**config.mk**
```make
export PLATFORM = sky130hd
export DESIGN_NAME = regfile_write_arbiter
export DESIGN_NICKNAME = d
export VERILOG_FILES = /design/src/rtl/regfile_write_arbiter.sv
export SDC_FILE = /design/constraint.sdc
export NUM_CORES = 1
export LEC_CHECK = 0
export BUFFER_PORTS_ARGS = -buffer_cell sky130_fd_sc_hd__buf_2
export CAP_MARGIN = 20
export CORE_ASPECT_RATIO = 0.75
export CORE_MARGIN = 5
export CORE_UTILIZATION = 45
export CTS_CLUSTER_SIZE = 10
export DETAILED_ROUTE_END_ITERATION = 10
export PLACE_DENSITY_LB_ADDON = 0.2
export SLEW_MARGIN = 20
export SYNTH_ARGS = -nofsm -noshare
export SYNTH_HDL_FRONTEND = slang
export SYNTH_SLANG_ARGS = --single-unit
```
**constraint.sdc**
```tcl
create_clock -name clk -period 1.2 [get_ports clk]
set_input_delay 0 -clock clk [delete_from_list [all_inputs] [get_ports clk]]
set_output_delay 0 -clock clk [all_outputs]
set_load 0.005 [all_outputs]
```
**src/rtl/regfile_write_arbiter.sv**
```systemverilog
// Purpose: shares the regfile write port between ALU (A) and load (B) writeback, tracks pending destinations.
// Latency: a grant at edge N drives writeOrder/writeAddr/writeData during cycle N+1; one write per cycle sustained.
// Backpressure: the losing requester sees ready low and must hold valid/addr/data until its ready is high.
module regfile_write_arbiter #(
  parameter int DATA_W    = 16,
  parameter int ADDR_W    = 3,
  parameter int FIXED_PRI = 0
) (
  input  logic                 clk,
  input  logic                 rst_n,
  input  logic                 aValid,
  input  logic [ADDR_W-1:0]    aAddr,
  input  logic [DATA_W-1:0]    aData,
  output logic                 aReady,
  input  logic                 bValid,
  input  logic [ADDR_W-1:0]    bAddr,
  input  logic [DATA_W-1:0]    bData,
  output logic                 bReady,
  input  logic                 reserveValid,
  input  logic [ADDR_W-1:0]    reserveAddr,
  input  logic [ADDR_W-1:0]    readAddr1,
  input  logic [ADDR_W-1:0]    readAddr2,
  output logic                 hazard1,
  output logic                 hazard2,
  output logic                 writeOrder,
  output logic [ADDR_W-1:0]    writeAddr,
  output logic [DATA_W-1:0]    writeData,
  output logic [2**ADDR_W-1:0] pendingMask
);

  localparam int NREG     = 2**ADDR_W;
  localparam bit FixedPri = (FIXED_PRI != 0);

  // 1 when B won the most recent grant, so A wins the next tie in round-robin mode
  logic            lastGrantB;
  logic            grantA;
  logic            grantB;
  logic [NREG-1:0] setMask;
  logic [NREG-1:0] clearMask;

  // Pick at most one requester; nothing is granted while reset is asserted
  always_comb begin
    grantA = 1'b0;
    grantB = 1'b0;
    if (rst_n) begin
      if (aValid && (!bValid || FixedPri || lastGrantB)) begin
        grantA = 1'b1;
      end else if (bValid) begin
        grantB = 1'b1;
      end
    end
  end

  assign aReady = grantA;
  assign bReady = grantB;

  // Decode the reservation and the write leaving this cycle into per-register masks
  always_comb begin
    setMask   = '0;
    clearMask = '0;
    if (reserveValid) begin
      setMask[reserveAddr] = 1'b1;
    end
    if (writeOrder) begin
      clearMask[writeAddr] = 1'b1;
    end
  end

  // A pending source is safe to read next cycle if its write is on the port right now
  assign hazard1 = pendingMask[readAddr1] & ~(writeOrder & (writeAddr == readAddr1));
  assign hazard2 = pendingMask[readAddr2] & ~(writeOrder & (writeAddr == readAddr2));

  // Register the winning write, the round-robin pointer and the scoreboard
  always_ff @(posedge clk) begin
    if (!rst_n) begin
      writeOrder  <= 1'b0;
      writeAddr   <= '0;
      writeData   <= '0;
      pendingMask <= '0;
      lastGrantB  <= 1'b1;
    end else begin
      writeOrder <= grantA | grantB;
      if (grantA) begin
        writeAddr  <= aAddr;
        writeData  <= aData;
        lastGrantB <= 1'b0;
      end else if (grantB) begin
        writeAddr  <= bAddr;
        writeData  <= bData;
        lastGrantB <= 1'b1;
      end
      // A new reservation outranks a clearing write to the same register
      pendingMask <= (pendingMask & ~clearMask) | setMask;
    end
  end

endmodule

```
==> flow_summary.json <==
{
  "status": "complete, but fails checks",
  "violations": "setup timing",
  "netlist_area_sq_mm": 0.001634,
  "port_buffers": 83,
  "cp.arrival_ps": 1240,
  "numCtsBuffers": 5,
  "finalClockSkew_ps": 2.447,
  "rsz0062_at_grt": "true",
  "vias": 1902,
  "grt_max_degree": 31,
  "viasPerCell": 5.497,
  "root_buffer": "clkbuf_8",
  "switchingPower_w": 0.0006920,
  "rows": 19,
  "core-area_sq_mm": 0.003590,
  "clk_pin_slew_ps": 60,
  "antenna_left": 0,
  "clk_path_buf_depth": 2,
  "dieWidth_microns": 79.58,
  "power.density_mw_per_mm2": 1010,
  "comb_power_share": 0.238,
  "worstPathCellList": "mux2i_1, a22oi_1, and4_1, buf_2",
  "crit_family": "flip-flops",
  "grt_pass1_vias": 1817,
  "cts_tree": "built",
  "area_growth_pct": 46.09,
  "drc": 0,
  "io_pins": 84,
  "syn_nets": 249,
  "crit_start": "pendingMask[3]",
  "start_util": 0.4552,
  "cts.sinks": 29,
  "diodes": 0,
  "h-tree-depth": 2,
  "die_h_microns": 62.19,
  "ys_seq_elements": 29,
  "max_stage_delay_ps": 360,
  "setup-violations-final": 2,
  "crit_fanout": 4,
  "nFillCells": 316,
  "power.leakage_nw": 1.038,
  "endpoint_kind": "output port",
  "fmaxAchievable_ghz": 0.8056,
  "swShare": 0.2869,
  "ir_worst_vdd_uv": 615.5,
  "cp_slowest_cell": "dfxtp_4",
  "finalHoldViolations": 0,
  "cp.required_ps": 1200,
  "yosysSeqAreaShare": 0.3553,
  "insertion_delay_ps": 270,
  "p_int_w": 0.001720,
  "place_ws_ps": 21.35,
  "period_needed_ps": 1241,
  "start_kind": "flop",
  "grt_pass1_wl_mm": 8.604,
  "criticalPathCategory": "reg2out",
  "worst_hold_path_type": "in2reg",
  "nNetsFinal": 345,
  "worst-path-buf-inv": 1,
  "dp_hpwl_mm": 3.534,
  "timing.final.ws_setup_ps": -41.34,
  "worst_hold_startpoint": "bData[11]",
  "p_clk_frac": 0.315,
  "max-slew-margin-rel": 0.5264,
  "syn-instance-count": 197,
  "drtIter0Drc": 141,
  "finalWirelength_mm": 5.262,
  "antenna_found_initial": 0,
  "r2r_start": "writeAddr[1]",
  "seq_power_share": 0.447,
  "seq_area_sq_um": 603.1,
  "overflow": 0,
  "track_usage": 0.2106,
  "synth.distinct_cells": 27,
  "gp_congestion": 0.8610,
  "fin_crit_sh": 1.034,
  "multi_input_area_sq_um": 968.4,
  "firstDrtPassIters": 4,
  "fin_tns_setup_ps": -56.42,
  "worstMarginPinSlew_ps": 710.4,
  "synth_area_per_cell_sq_um": 8.295,
  "drive_gt1_frac": 0.4116,
  "synth_warnings": 0,
  "slew_viol_final": 0,
  "wl_per_cell_microns": 15.21,
  "cap_violations": 0,
  "dieArea_sq_mm": 0.004949
}
metrics by stage:
step	util	cells	cell area (sq um)	hold slack, ps	power, W
floorplan	-	197	1634	156.0	0.001367
global placement	0.5786	321	2077	273.1	0.001595
detailed placement	0.5786	321	2077	280.0	0.001598
CTS	0.6623	347	2377	2.579	0.002418
global route	0.6650	346	2387	2.512	0.002534
finish	0.6650	346	2387	8.132	0.002412
timing repair:
item | in CTS | in global routing
hold buffers | 13 | 0
gates resized for setup | 15 | 9
endpoints found under the hold margin | 13 | 0
gates cloned | 0 | 0
pin swaps | 3 | 2
endpoints found under the setup margin | 4 | 7
buffers inserted | 5 | 0
worst register-to-register path, stage by stage (launching register included):
cell,delay (ps)
dfxtp_4,360
buf_4,140
buf_4,150
nand2b_1,150
o21ai_1,120
a21boi_0,100
cell families after synthesis:
kind of cell | after synthesis | share of synthesized area
xor gates and xnor gates | 6 | 0.03216
and+or+nand+nor | 56 | 0.1861
AOI/OAI and AO/OA | 77 | 0.2979
buffers and inverters | 21 | 0.07962
muxes | 8 | 0.04901
DFF | 29 | 0.3553
metal layers:
layer | routed length (microns) | GRT usage | part of all wire | vias up
met5 | 0 | 0 | 0 | -
met2 | 2422 | 0.3156 | 0.46 | 92
met4 | 40 | 0.06652 | 0.0076 | 0
li1 | - | - | - | 934
met3 | 406 | 0.04046 | 0.077 | 4
met1 | 2393 | 0.3018 | 0.45 | 872
power groups by stage:
stage	logic, W	registers [W]	clock network, W
after floorplan	0.000280	0.00109	0
after global routing	0.000632	0.00109	0.000815
after global placement	0.000492	0.00110	0
final	0.000575	0.00108	0.000759
after CTS	0.000567	0.00108	0.000772
after detailed placement	0.000496	0.00110	0
worst paths after layout:
path                    endpoint  slack, ps  cells past startpoint
hold / removal     writeData[11]          8                      3
setup reg to reg  pendingMask[1]         50                      5
hold reg to reg    writeData[10]        490                      2
setup / recovery         hazard1        -40                      4
synthesized netlist by cell type (all sizes together):
cell type	number	area, sq um
nand2	7	28.78
xnor2	6	52.55
o31ai	21	157.7
o21ai	27	135.1
nand3b	3	22.52
a31oi	19	118.9
a21boi	8	60.06
nor2b	6	40.04
dfxtp	29	580.6
a22oi	2	15.01
nand3	25	125.1
nand4	3	18.77
nor2	5	18.77
and4	2	17.52
buf	17	115.1
nand2b	3	18.77
clkbuf	2	7.510
mux2i	8	80.08
and2	2	13.77
inv	2	7.500
final cells by class:
cell class / instances / share of cell area
inverters: 2 / 0.003145
flip-flops and latches: 29 / 0.2526
clock buffers: 6 / 0.03040
multi-input cells: 147 / 0.4057
clock inverters: 2 / 0.004193
repair buffers: 108 / 0.2767
well taps: 52 / 0.02725
sequential cells by signal (all words and copies together) (netlist names):
signal       cells
writeOrder       1
writeAddr        3
pendingMask      8
lastGrantB       1
writeData       16
placed cells by master, fill, tap and decap left out, types with 2 or more instances in the layout:
master	n
a21boi_0	8
a22oi_1	2
a31oi_1	19
and4_1	2
buf_12	2
buf_2	83
buf_4	10
clkbuf_8	5
clkinv_2	2
dfxtp_1	21
dfxtp_2	3
dfxtp_4	5
dlygate4sd3_1	13
mux2i_1	7
nand2_1	6
nand2b_1	3
nand3_1	25
nand3b_1	3
nand4_1	3
nor2_1	5
nor2b_1	5
o21ai_0	22
o21ai_1	5
o31ai_1	19
o31ai_2	2
xnor2_1	2
xnor2_2	4
Note: power is estimated with default switching activity, not from simulation.
